`src/rtl/mem_arbiter_pkg.sv`:
```
// Shared encodings for the memory arbiter: access sizes, FSM states,
// memory operation codes, owner tags and the transfer-length helper.
package mem_arbiter_pkg;

  typedef enum logic [1:0] {
    SZ_BYTE = 2'b00,
    SZ_HALF = 2'b01,
    SZ_WORD = 2'b10,
    SZ_ILL  = 2'b11
  } size_e;

  typedef enum logic [1:0] {
    ST_IDLE  = 2'b00,
    ST_READ  = 2'b01,
    ST_WRITE = 2'b10,
    ST_DONE  = 2'b11
  } state_e;

  typedef enum logic [1:0] {
    MEM_NOP   = 2'b00,
    MEM_READ  = 2'b01,
    MEM_WRITE = 2'b10
  } mem_op_e;

  typedef enum logic {
    OWN_IF = 1'b0,
    OWN_LS = 1'b1
  } owner_e;

  localparam int FETCH_BYTES = 4;

  // Number of byte cycles for a load/store of the given size.
  function automatic logic [2:0] xfer_len(input logic [1:0] size);
    case (size)
      SZ_BYTE: return 3'd1;
      SZ_HALF: return 3'd2;
      default: return 3'd4;
    endcase
  endfunction

endpackage

```
`src/rtl/mem_arbiter_if.sv`:
```
// Bundle of fetch, load/store and byte-memory signals around the arbiter.
// slave = arbiter side, master = requesters plus memory.
interface mem_arbiter_if #(
  parameter int ADDR_WIDTH = 17,
  parameter int LEN        = 32
);
  logic                  if_req;
  logic [ADDR_WIDTH-1:0] if_addr;
  logic                  if_flush;
  logic                  if_ready;
  logic [LEN-1:0]        if_inst;

  logic                  ls_req;
  logic                  ls_we;
  logic [1:0]            ls_size;
  logic                  ls_signed;
  logic [ADDR_WIDTH-1:0] ls_addr;
  logic [LEN-1:0]        ls_wdata;
  logic                  ls_ready;
  logic [LEN-1:0]        ls_rdata;

  logic [ADDR_WIDTH-1:0] mem_a;
  logic [7:0]            mem_dout;
  logic                  mem_wr;
  logic [7:0]            mem_din;

  modport slave (
    input  if_req, if_addr, if_flush,
    input  ls_req, ls_we, ls_size, ls_signed, ls_addr, ls_wdata,
    input  mem_din,
    output if_ready, if_inst, ls_ready, ls_rdata,
    output mem_a, mem_dout, mem_wr
  );

  modport master (
    output if_req, if_addr, if_flush,
    output ls_req, ls_we, ls_size, ls_signed, ls_addr, ls_wdata,
    output mem_din,
    input  if_ready, if_inst, ls_ready, ls_rdata,
    input  mem_a, mem_dout, mem_wr
  );
endinterface

```
`src/rtl/mem_arbiter_load_extend.sv`:
```
// Sign/zero extension of an assembled little-endian load word.
module mem_arbiter_load_extend
  import mem_arbiter_pkg::*;
#(
  parameter int LEN = 32
) (
  input  logic [LEN-1:0] word,
  input  logic [1:0]     size,
  input  logic           sgn,
  output logic [LEN-1:0] ext
);

  // Byte and half results are widened; words pass straight through.
  always_comb begin
    ext = word;
    case (size)
      SZ_BYTE: ext = {{(LEN-8){sgn & word[7]}}, word[7:0]};
      SZ_HALF: ext = {{(LEN-16){sgn & word[15]}}, word[15:0]};
      default: ext = word;
    endcase
  end

endmodule

```
`src/rtl/mem_arbiter.sv`:
```
// Round-robin arbiter between instruction fetch and load/store onto a
// byte-wide, 1-cycle-latency memory. One access in flight at a time.
//
//   state    | meaning
//   ---------+-----------------------------------------------------------
//   ST_IDLE  | no access; grant a pending request at the edge
//   ST_READ  | drive read addresses, capture returning bytes
//   ST_WRITE | drive mem_wr with one byte per cycle
//   ST_DONE  | ready pulse to the owner; may grant again at the edge
module mem_arbiter
  import mem_arbiter_pkg::*;
#(
  parameter int ADDR_WIDTH = 17,
  parameter int LEN        = 32
) (
  input  logic         clk,
  input  logic         rst_n,
  mem_arbiter_if.slave bus
);

  state_e                state, state_nxt;
  owner_e                owner;
  mem_op_e               mem_op;
  logic                  prio_ls;
  logic                  flushed;
  logic                  can_grant, if_want, gnt_if, gnt_ls;
  logic [ADDR_WIDTH-1:0] mem_a_q;
  logic [7:0]            mem_dout_q;
  logic [2:0]            len_q, left_q;
  logic [1:0]            size_q, lane;
  logic                  sgn_q, cap_en;
  logic [LEN-1:0]        wsh_q, rbuf_q, rd_word, ext_word;
  logic [LEN-1:0]        if_inst_q, ls_rdata_q;

  // Grant decision; a flush in the same cycle hides the fetch request.
  always_comb begin
    can_grant = (state == ST_IDLE) || (state == ST_DONE);
    if_want   = bus.if_req && !bus.if_flush;
    gnt_ls    = can_grant && bus.ls_req && (!if_want || prio_ls);
    gnt_if    = can_grant && if_want && !gnt_ls;
  end

  // Byte lane being captured this cycle merged over the bytes gathered so far.
  always_comb begin
    cap_en  = (state == ST_READ) && (left_q != len_q);
    lane    = 2'(len_q - left_q - 3'd1);
    rd_word = rbuf_q;
    if (cap_en) rd_word[8*lane +: 8] = bus.mem_din;
  end

  mem_arbiter_load_extend #(.LEN(LEN)) u_load_extend (
    .word (rd_word),
    .size (size_q),
    .sgn  (sgn_q),
    .ext  (ext_word)
  );

  // State register.
  always_ff @(posedge clk or negedge rst_n) begin
    if (!rst_n) state <= ST_IDLE;
    else        state <= state_nxt;
  end

  // Next-state logic; left_q counts down the remaining cycles of the phase.
  always_comb begin
    state_nxt = state;
    case (state)
      ST_IDLE, ST_DONE: begin
        state_nxt = ST_IDLE;
        if (gnt_if) begin
          state_nxt = ST_READ;
        end else if (gnt_ls) begin
          if (bus.ls_size == SZ_ILL) state_nxt = ST_DONE;
          else if (bus.ls_we)        state_nxt = ST_WRITE;
          else                       state_nxt = ST_READ;
        end
      end
      ST_READ:  if (left_q == 3'd0) state_nxt = ST_DONE;
      ST_WRITE: if (left_q == 3'd1) state_nxt = ST_DONE;
      default:  state_nxt = ST_IDLE;
    endcase
  end

  // Outputs decoded from state; mem_wr falls with the async state reset.
  always_comb begin
    mem_op = MEM_NOP;
    if (state == ST_READ)       mem_op = MEM_READ;
    else if (state == ST_WRITE) mem_op = MEM_WRITE;
    bus.mem_wr   = (mem_op == MEM_WRITE);
    bus.if_ready = (state == ST_DONE) && (owner == OWN_IF) && !flushed && !bus.if_flush;
    bus.ls_ready = (state == ST_DONE) && (owner == OWN_LS);
  end

  // Access datapath: latch at grant, step address/data, assemble results.
  always_ff @(posedge clk or negedge rst_n) begin
    if (!rst_n) begin
      owner      <= OWN_IF;
      prio_ls    <= 1'b1;
      flushed    <= 1'b0;
      mem_a_q    <= '0;
      mem_dout_q <= '0;
      len_q      <= '0;
      left_q     <= '0;
      size_q     <= '0;
      sgn_q      <= 1'b0;
      wsh_q      <= '0;
      rbuf_q     <= '0;
      if_inst_q  <= '0;
      ls_rdata_q <= '0;
    end else if (gnt_if || gnt_ls) begin
      prio_ls <= gnt_if;
      owner   <= gnt_ls ? OWN_LS : OWN_IF;
      flushed <= 1'b0;
      rbuf_q  <= '0;
      if (gnt_if) begin
        mem_a_q <= bus.if_addr;
        len_q   <= 3'(FETCH_BYTES);
        left_q  <= 3'(FETCH_BYTES);
        size_q  <= SZ_WORD;
        sgn_q   <= 1'b0;
      end else begin
        len_q  <= xfer_len(bus.ls_size);
        left_q <= xfer_len(bus.ls_size);
        size_q <= bus.ls_size;
        sgn_q  <= bus.ls_signed;
        wsh_q  <= bus.ls_wdata >> 8;
        if (bus.ls_size == SZ_ILL) begin
          ls_rdata_q <= '0;
        end else begin
          mem_a_q <= bus.ls_addr;
          if (bus.ls_we) mem_dout_q <= bus.ls_wdata[7:0];
        end
      end
    end else if (state == ST_READ) begin
      left_q <= left_q - 3'd1;
      if (left_q > 3'd1) mem_a_q <= mem_a_q + 1'b1;
      if (cap_en) rbuf_q <= rd_word;
      if (owner == OWN_IF && bus.if_flush) flushed <= 1'b1;
      if (left_q == 3'd0) begin
        if (owner == OWN_LS)                    ls_rdata_q <= ext_word;
        else if (!flushed && !bus.if_flush)     if_inst_q  <= rd_word;
      end
    end else if (state == ST_WRITE) begin
      left_q <= left_q - 3'd1;
      if (left_q > 3'd1) begin
        mem_a_q    <= mem_a_q + 1'b1;
        mem_dout_q <= wsh_q[7:0];
        wsh_q      <= wsh_q >> 8;
      end
    end
  end

  assign bus.mem_a    = mem_a_q;
  assign bus.mem_dout = mem_dout_q;
  assign bus.if_inst  = if_inst_q;
  assign bus.ls_rdata = ls_rdata_q;

endmodule

```
`src/flat_wrapper.sv`:
```
// flat-port wrapper written by rule: the top's interface ports become plain ports
module mem_arbiter_flat import mem_arbiter_pkg::*;
#(
  parameter int ADDR_WIDTH = 17,
  parameter int LEN        = 32
)
  (clk, rst_n, bus_if_req, bus_if_addr, bus_if_flush, bus_ls_req, bus_ls_we, bus_ls_size, bus_ls_signed, bus_ls_addr, bus_ls_wdata, bus_mem_din, bus_if_ready, bus_if_inst, bus_ls_ready, bus_ls_rdata, bus_mem_a, bus_mem_dout, bus_mem_wr);
  mem_arbiter_if #(.ADDR_WIDTH(ADDR_WIDTH), .LEN(LEN)) bus_i ();
  input  logic clk;
  input  logic rst_n;
  input wire logic [$bits(bus_i.if_req)-1:0] bus_if_req;
  input wire logic [$bits(bus_i.if_addr)-1:0] bus_if_addr;
  input wire logic [$bits(bus_i.if_flush)-1:0] bus_if_flush;
  input wire logic [$bits(bus_i.ls_req)-1:0] bus_ls_req;
  input wire logic [$bits(bus_i.ls_we)-1:0] bus_ls_we;
  input wire logic [$bits(bus_i.ls_size)-1:0] bus_ls_size;
  input wire logic [$bits(bus_i.ls_signed)-1:0] bus_ls_signed;
  input wire logic [$bits(bus_i.ls_addr)-1:0] bus_ls_addr;
  input wire logic [$bits(bus_i.ls_wdata)-1:0] bus_ls_wdata;
  input wire logic [$bits(bus_i.mem_din)-1:0] bus_mem_din;
  output wire logic [$bits(bus_i.if_ready)-1:0] bus_if_ready;
  output wire logic [$bits(bus_i.if_inst)-1:0] bus_if_inst;
  output wire logic [$bits(bus_i.ls_ready)-1:0] bus_ls_ready;
  output wire logic [$bits(bus_i.ls_rdata)-1:0] bus_ls_rdata;
  output wire logic [$bits(bus_i.mem_a)-1:0] bus_mem_a;
  output wire logic [$bits(bus_i.mem_dout)-1:0] bus_mem_dout;
  output wire logic [$bits(bus_i.mem_wr)-1:0] bus_mem_wr;
  assign bus_i.if_req = bus_if_req;
  assign bus_i.if_addr = bus_if_addr;
  assign bus_i.if_flush = bus_if_flush;
  assign bus_i.ls_req = bus_ls_req;
  assign bus_i.ls_we = bus_ls_we;
  assign bus_i.ls_size = bus_ls_size;
  assign bus_i.ls_signed = bus_ls_signed;
  assign bus_i.ls_addr = bus_ls_addr;
  assign bus_i.ls_wdata = bus_ls_wdata;
  assign bus_i.mem_din = bus_mem_din;
  assign bus_if_ready = bus_i.if_ready;
  assign bus_if_inst = bus_i.if_inst;
  assign bus_ls_ready = bus_i.ls_ready;
  assign bus_ls_rdata = bus_i.ls_rdata;
  assign bus_mem_a = bus_i.mem_a;
  assign bus_mem_dout = bus_i.mem_dout;
  assign bus_mem_wr = bus_i.mem_wr;
  mem_arbiter #(.ADDR_WIDTH(ADDR_WIDTH), .LEN(LEN)) u_core (.clk(clk), .rst_n(rst_n), .bus(bus_i));
endmodule
```
`config.mk`:
```
export PLATFORM = sky130hd
export DESIGN_NAME = mem_arbiter_flat
export DESIGN_NICKNAME = d
export VERILOG_FILES = /design/src/rtl/mem_arbiter_pkg.sv /design/src/rtl/mem_arbiter_if.sv /design/src/rtl/mem_arbiter_load_extend.sv /design/src/rtl/mem_arbiter.sv /design/src/flat_wrapper.sv
export SDC_FILE = /design/constraint.sdc
export NUM_CORES = 1
export LEC_CHECK = 0
export CORE_MARGIN = 2
export CORE_UTILIZATION = 45
export CTS_CLUSTER_SIZE = 20
export DETAILED_ROUTE_END_ITERATION = 16
export HOLD_SLACK_MARGIN = 0.02
export PLACE_DENSITY = 0.72
export REMOVE_ABC_BUFFERS = 1
export SYNTH_ARGS = -nofsm -noshare
export SYNTH_HDL_FRONTEND = slang
export SYNTH_SLANG_ARGS = --single-unit
```
`constraint.sdc`:
```
create_clock -name clk -period 2.5 [get_ports clk]
set_input_delay 0.25 -clock clk [delete_from_list [all_inputs] [get_ports clk]]
set_output_delay 0.25 -clock clk [all_outputs]
set_load 0.1 [all_outputs]
```
==> insert_results.sql <==
INSERT INTO impl_metrics (metric_group, metric, value, unit) VALUES
('timing', 'timing_worst_slew_pin_value', '0.6536', 'ns'),
('clock_network', 'clk_pin_slew_worst_paths', '0.06', 'ns'),
('timing', 'timing.fmax', '0.4262', 'GHz'),
('drt', 'vias', '6283', ''),
('grt', 'number_of_antenna_violations_at_the_first_check_in_global_routing', '0', ''),
('run_status', 'status', 'finished, final reports clean', ''),
('clock_network', 'worst_skew_pair.late_latency', '0.42', 'ns'),
('setup_path', 'ff2ff_path_depth', '9', ''),
('die', 'design.core.area', '16410', 'um^2'),
('placed_design', 'finalWeightedCongestion', '0.8681', ''),
('setup_path', 'timing.critical_path.slowest_cell_delay', '0.42', 'ns'),
('final_layout', 'layout-drive-gt1-share', '22.88', '%'),
('die', 'io-pin-count', '175', ''),
('setup_path', 'cp_data_required_time', '2.85', 'ns'),
('final_layout', 'areaGrowthSynthToFinish', '35.34', '%'),
('yosys', 'async_reset_ff_share', '100.0', '%'),
('yosys', 'post_synth_most_frequent_cells', 'sky130_fd_sc_hd__dfrtp_1 (158), sky130_fd_sc_hd__nor2_1 (90), sky130_fd_sc_hd__nand2_1 (84), sky130_fd_sc_hd__a21oi_1 (49), sky130_fd_sc_hd__clkbuf_1 (36)', ''),
('die', 'std_cell_rows', '47', ''),
('yosys', 'yosys.area.top_type_share', '52.85', '%'),
('drt', 'first_pass_iters', '5', ''),
('setup_path', 'timing.critical_path.buf_inv', '2', ''),
('die', 'die_height', '132.9', 'um'),
('clock_network', 'cts_tree', 'done', ''),
('timing', 'max_slew_margin', '56.12', '%'),
('timing', 'report.final.setup_viol', '0', ''),
('setup_path', 'critical_path.max_fanout', '8', ''),
('drt', 'route.detailed.drc', '0', ''),
('die', 'full_die_area', '17670', 'um^2'),
('timing', 'timing.final.hold_violations', '0', ''),
('timing', 'slew_violations', '0', ''),
('setup_path', 'crit_type', 'reg2reg', ''),
('grt', 'grt.total_usage', '22.62', '%'),
('yosys', 'ys_ff_latch', '159', ''),
('yosys', 'postSynthAreaPerCell', '10.22', 'um^2'),
('yosys', 'dominantRegCellSynth', 'sky130_fd_sc_hd__dfrtp_1', ''),
('yosys', 'synthMostInstantiatedCell', 'sky130_fd_sc_hd__dfrtp_1', ''),
('final_layout', 'finish.cell_count_without_fillers', '1151', ''),
('yosys', 'synth_area_leaders', 'sky130_fd_sc_hd__dfrtp_1 (53%), sky130_fd_sc_hd__nor2_1 (4.5%), sky130_fd_sc_hd__nand2_1 (4.2%)', ''),
('setup_path', 'r2r_end', 'u_core.bus.ls_rdata[10]', ''),
('timing', 'finalWorstPathRequiredPeriod', '2.347', 'ns'),
('yosys', 'sequential_share_of_the_synthesized_area', '53.20', '%'),
('timing', 'grt_setup_unrepaired', 'no', ''),
('yosys', 'synthDistinctLibCells', '55', ''),
('clock_network', 'cts_h_tree_depth', '4', ''),
('clock_network', 'numClockSinks', '159', ''),
('grt', 'grt_pass1_vias', '6152', ''),
('placed_design', 'port_buffers', '174', ''),
('yosys', 'yosys_warnings', '0', ''),
('yosys', 'post_synth_inst_count', '732', ''),
('setup_path', 'critical_path_arrival', '2.70', 'ns'),
('clock_network', 'cts_max_path_buffers', '2', ''),
('grt', 'grt_pass1_wl', '31.93', 'mm'),
('final_layout', 'final_net_count', '1013', ''),
('placed_design', 'hpwlAfterDp', '13.57', 'mm'),
('final_layout', 'num_antenna_cells', '0', ''),
('setup_path', 'timing.critical_path.cells', 'ha_4 -> inv_1 -> ha_1 -> or2_4 -> a2111oi_4 -> buf_4 -> a22oi_1 -> nor2_1 -> a211o_1', ''),
('drt', 'totalWireLength', '19.30', 'mm'),
('die', 'fp.dieW', '132.9', 'um'),
('clock_network', 'cts_made_buffers', '17', ''),
('setup_path', 'crit_slowest_cell', 'sky130_fd_sc_hd__dfrtp_1', ''),
('clock_network', 'root_buffer', 'sky130_fd_sc_hd__clkbuf_16', ''),
('setup_path', 'rr_startpoint', 'u_core.len_q[0]', ''),
('setup_path', 'type_of_origin_of_the_critical_path', 'flip-flop', ''),
('worst_hold_path', 'min_path_type', 'in2async', ''),
('drt', 'vias_per_cell', '5.459', ''),
('timing', 'post-route-period-util', '93.86', '%'),
('grt', 'globalRoute.totalOverflow', '0', ''),
('flow_run', 'max_cap_viol_count', '0', ''),
('drt', 'final_antenna_net_count', '0', ''),
('drt', 'post_drt_wl_per_cell', '16.76', 'um'),
('die', 'floorplan.initialDensity', '45.60', '%');
==> layout make-up <==
cell class | instances | area [um^2]
well taps | 220 | 275.3
multi-input cells | 514 | 3309
flip-flops and latches | 159 | 3983
clock inverters | 8 | 102.6
fillers | 1393 | 6282
inverters | 11 | 41.29
repair buffers | 216 | 1906
clock buffers | 23 | 508.0
==> worst max path at each step <==
stage / to / slack [ns] / startpoint / cells after the start
after detailed placement: u_core.bus.ls_rdata[14] / 0.07 / u_core.left_q[0] / 10
final: u_core.bus.ls_rdata[10] / 0.15 / u_core.len_q[0] / 9
after global placement: u_core.bus.ls_rdata[10] / 0.11 / u_core.left_q[0] / 10
after global routing: u_core.bus.ls_rdata[14] / 0.03 / u_core.left_q[1] / 9
after floorplan: u_core.bus.ls_rdata[24] / -2.48 / bus_if_req / 5
after CTS: u_core.bus.ls_rdata[14] / 0.05 / u_core.left_q[0] / 10
==> cells in the final DEF (no fill, tap or decap), drive strengths merged, types with 18 or more instances in the layout <==
| cell | instances |
|---|---|
| nand2 | 84 |
| mux2i | 18 |
| clkbuf | 23 |
| a21oi | 49 |
| dfrtp | 158 |
| nor2 | 90 |
| and3 | 20 |
| nand3 | 26 |
| buf | 134 |
| o21ai | 32 |
| a22oi | 18 |
| clkdlybuf4s50 | 81 |
==> logic make-up (layout without fill, tap and decap cells) <==
group | Yosys count | after routing | share of synthesized area [%]
simple gates | 269 | 269 | 16.27
compound gates | 196 | 196 | 19.75
flops | 159 | 159 | 53.20
buf+inv | 59 | 258 | 3.128
mux | 34 | 34 | 4.984
fa+ha+maj | 11 | 11 | 1.840
xor+xnor | 4 | 4 | 0.8197
==> state kept, by name, indices dropped and copies added (netlist names) <==
signal	count
u_core.state	2
u_core.bus.mem_dout	8
u_core.bus.ls_rdata	32
u_core.wsh_q	24
u_core.owner	1
u_core.rbuf_q	32
u_core.bus.if_inst	32
u_core.left_q	3
u_core.prio_ls	1
u_core.bus.mem_a	17
u_core.size_q	2
u_core.flushed	1
u_core.sgn_q	1
u_core.len_q	3
==> stage by stage <==
step	TNS, ns	hold WS, ns	util, %	cell area, um^2	setup WS, ns
final	0	0.3766	61.71	10120	0.1534
after global placement	0	0.2512	57.76	9477	0.1067
after global routing	0	0.4077	61.71	10120	0.02684
after CTS	0	0.3848	61.54	10100	0.05371
after floorplan	-161.53	-0.04559	-	7288	-2.480
after detailed placement	0	0.2513	57.76	9477	0.06826
==> routing by layer <==
metal  vias to the layer above  routed length, um  global-route usage (%)
li1                       3023                  -                       -
met1                      3008               8528                   30.80
met2                       231               9250                   36.56
met3                        21               1286                   5.594
met4                         0                231                   5.675
met5                         -                  0                       0
==> timing repair <==
| item | 4_1_cts | 5_1_grt |
|---|---|---|
| hold buffers | 1 | 0 |
| endpoints found under the hold margin | 54 | 0 |
| setup endpoints to repair | 0 | 42 |
| buffers inserted | 0 | 1 |
| gates resized for setup | 0 | 7 |
Power is left out: the tool's default activity adds up to more than one toggle a clock period on the data nets, which glitch-free logic cannot reach.
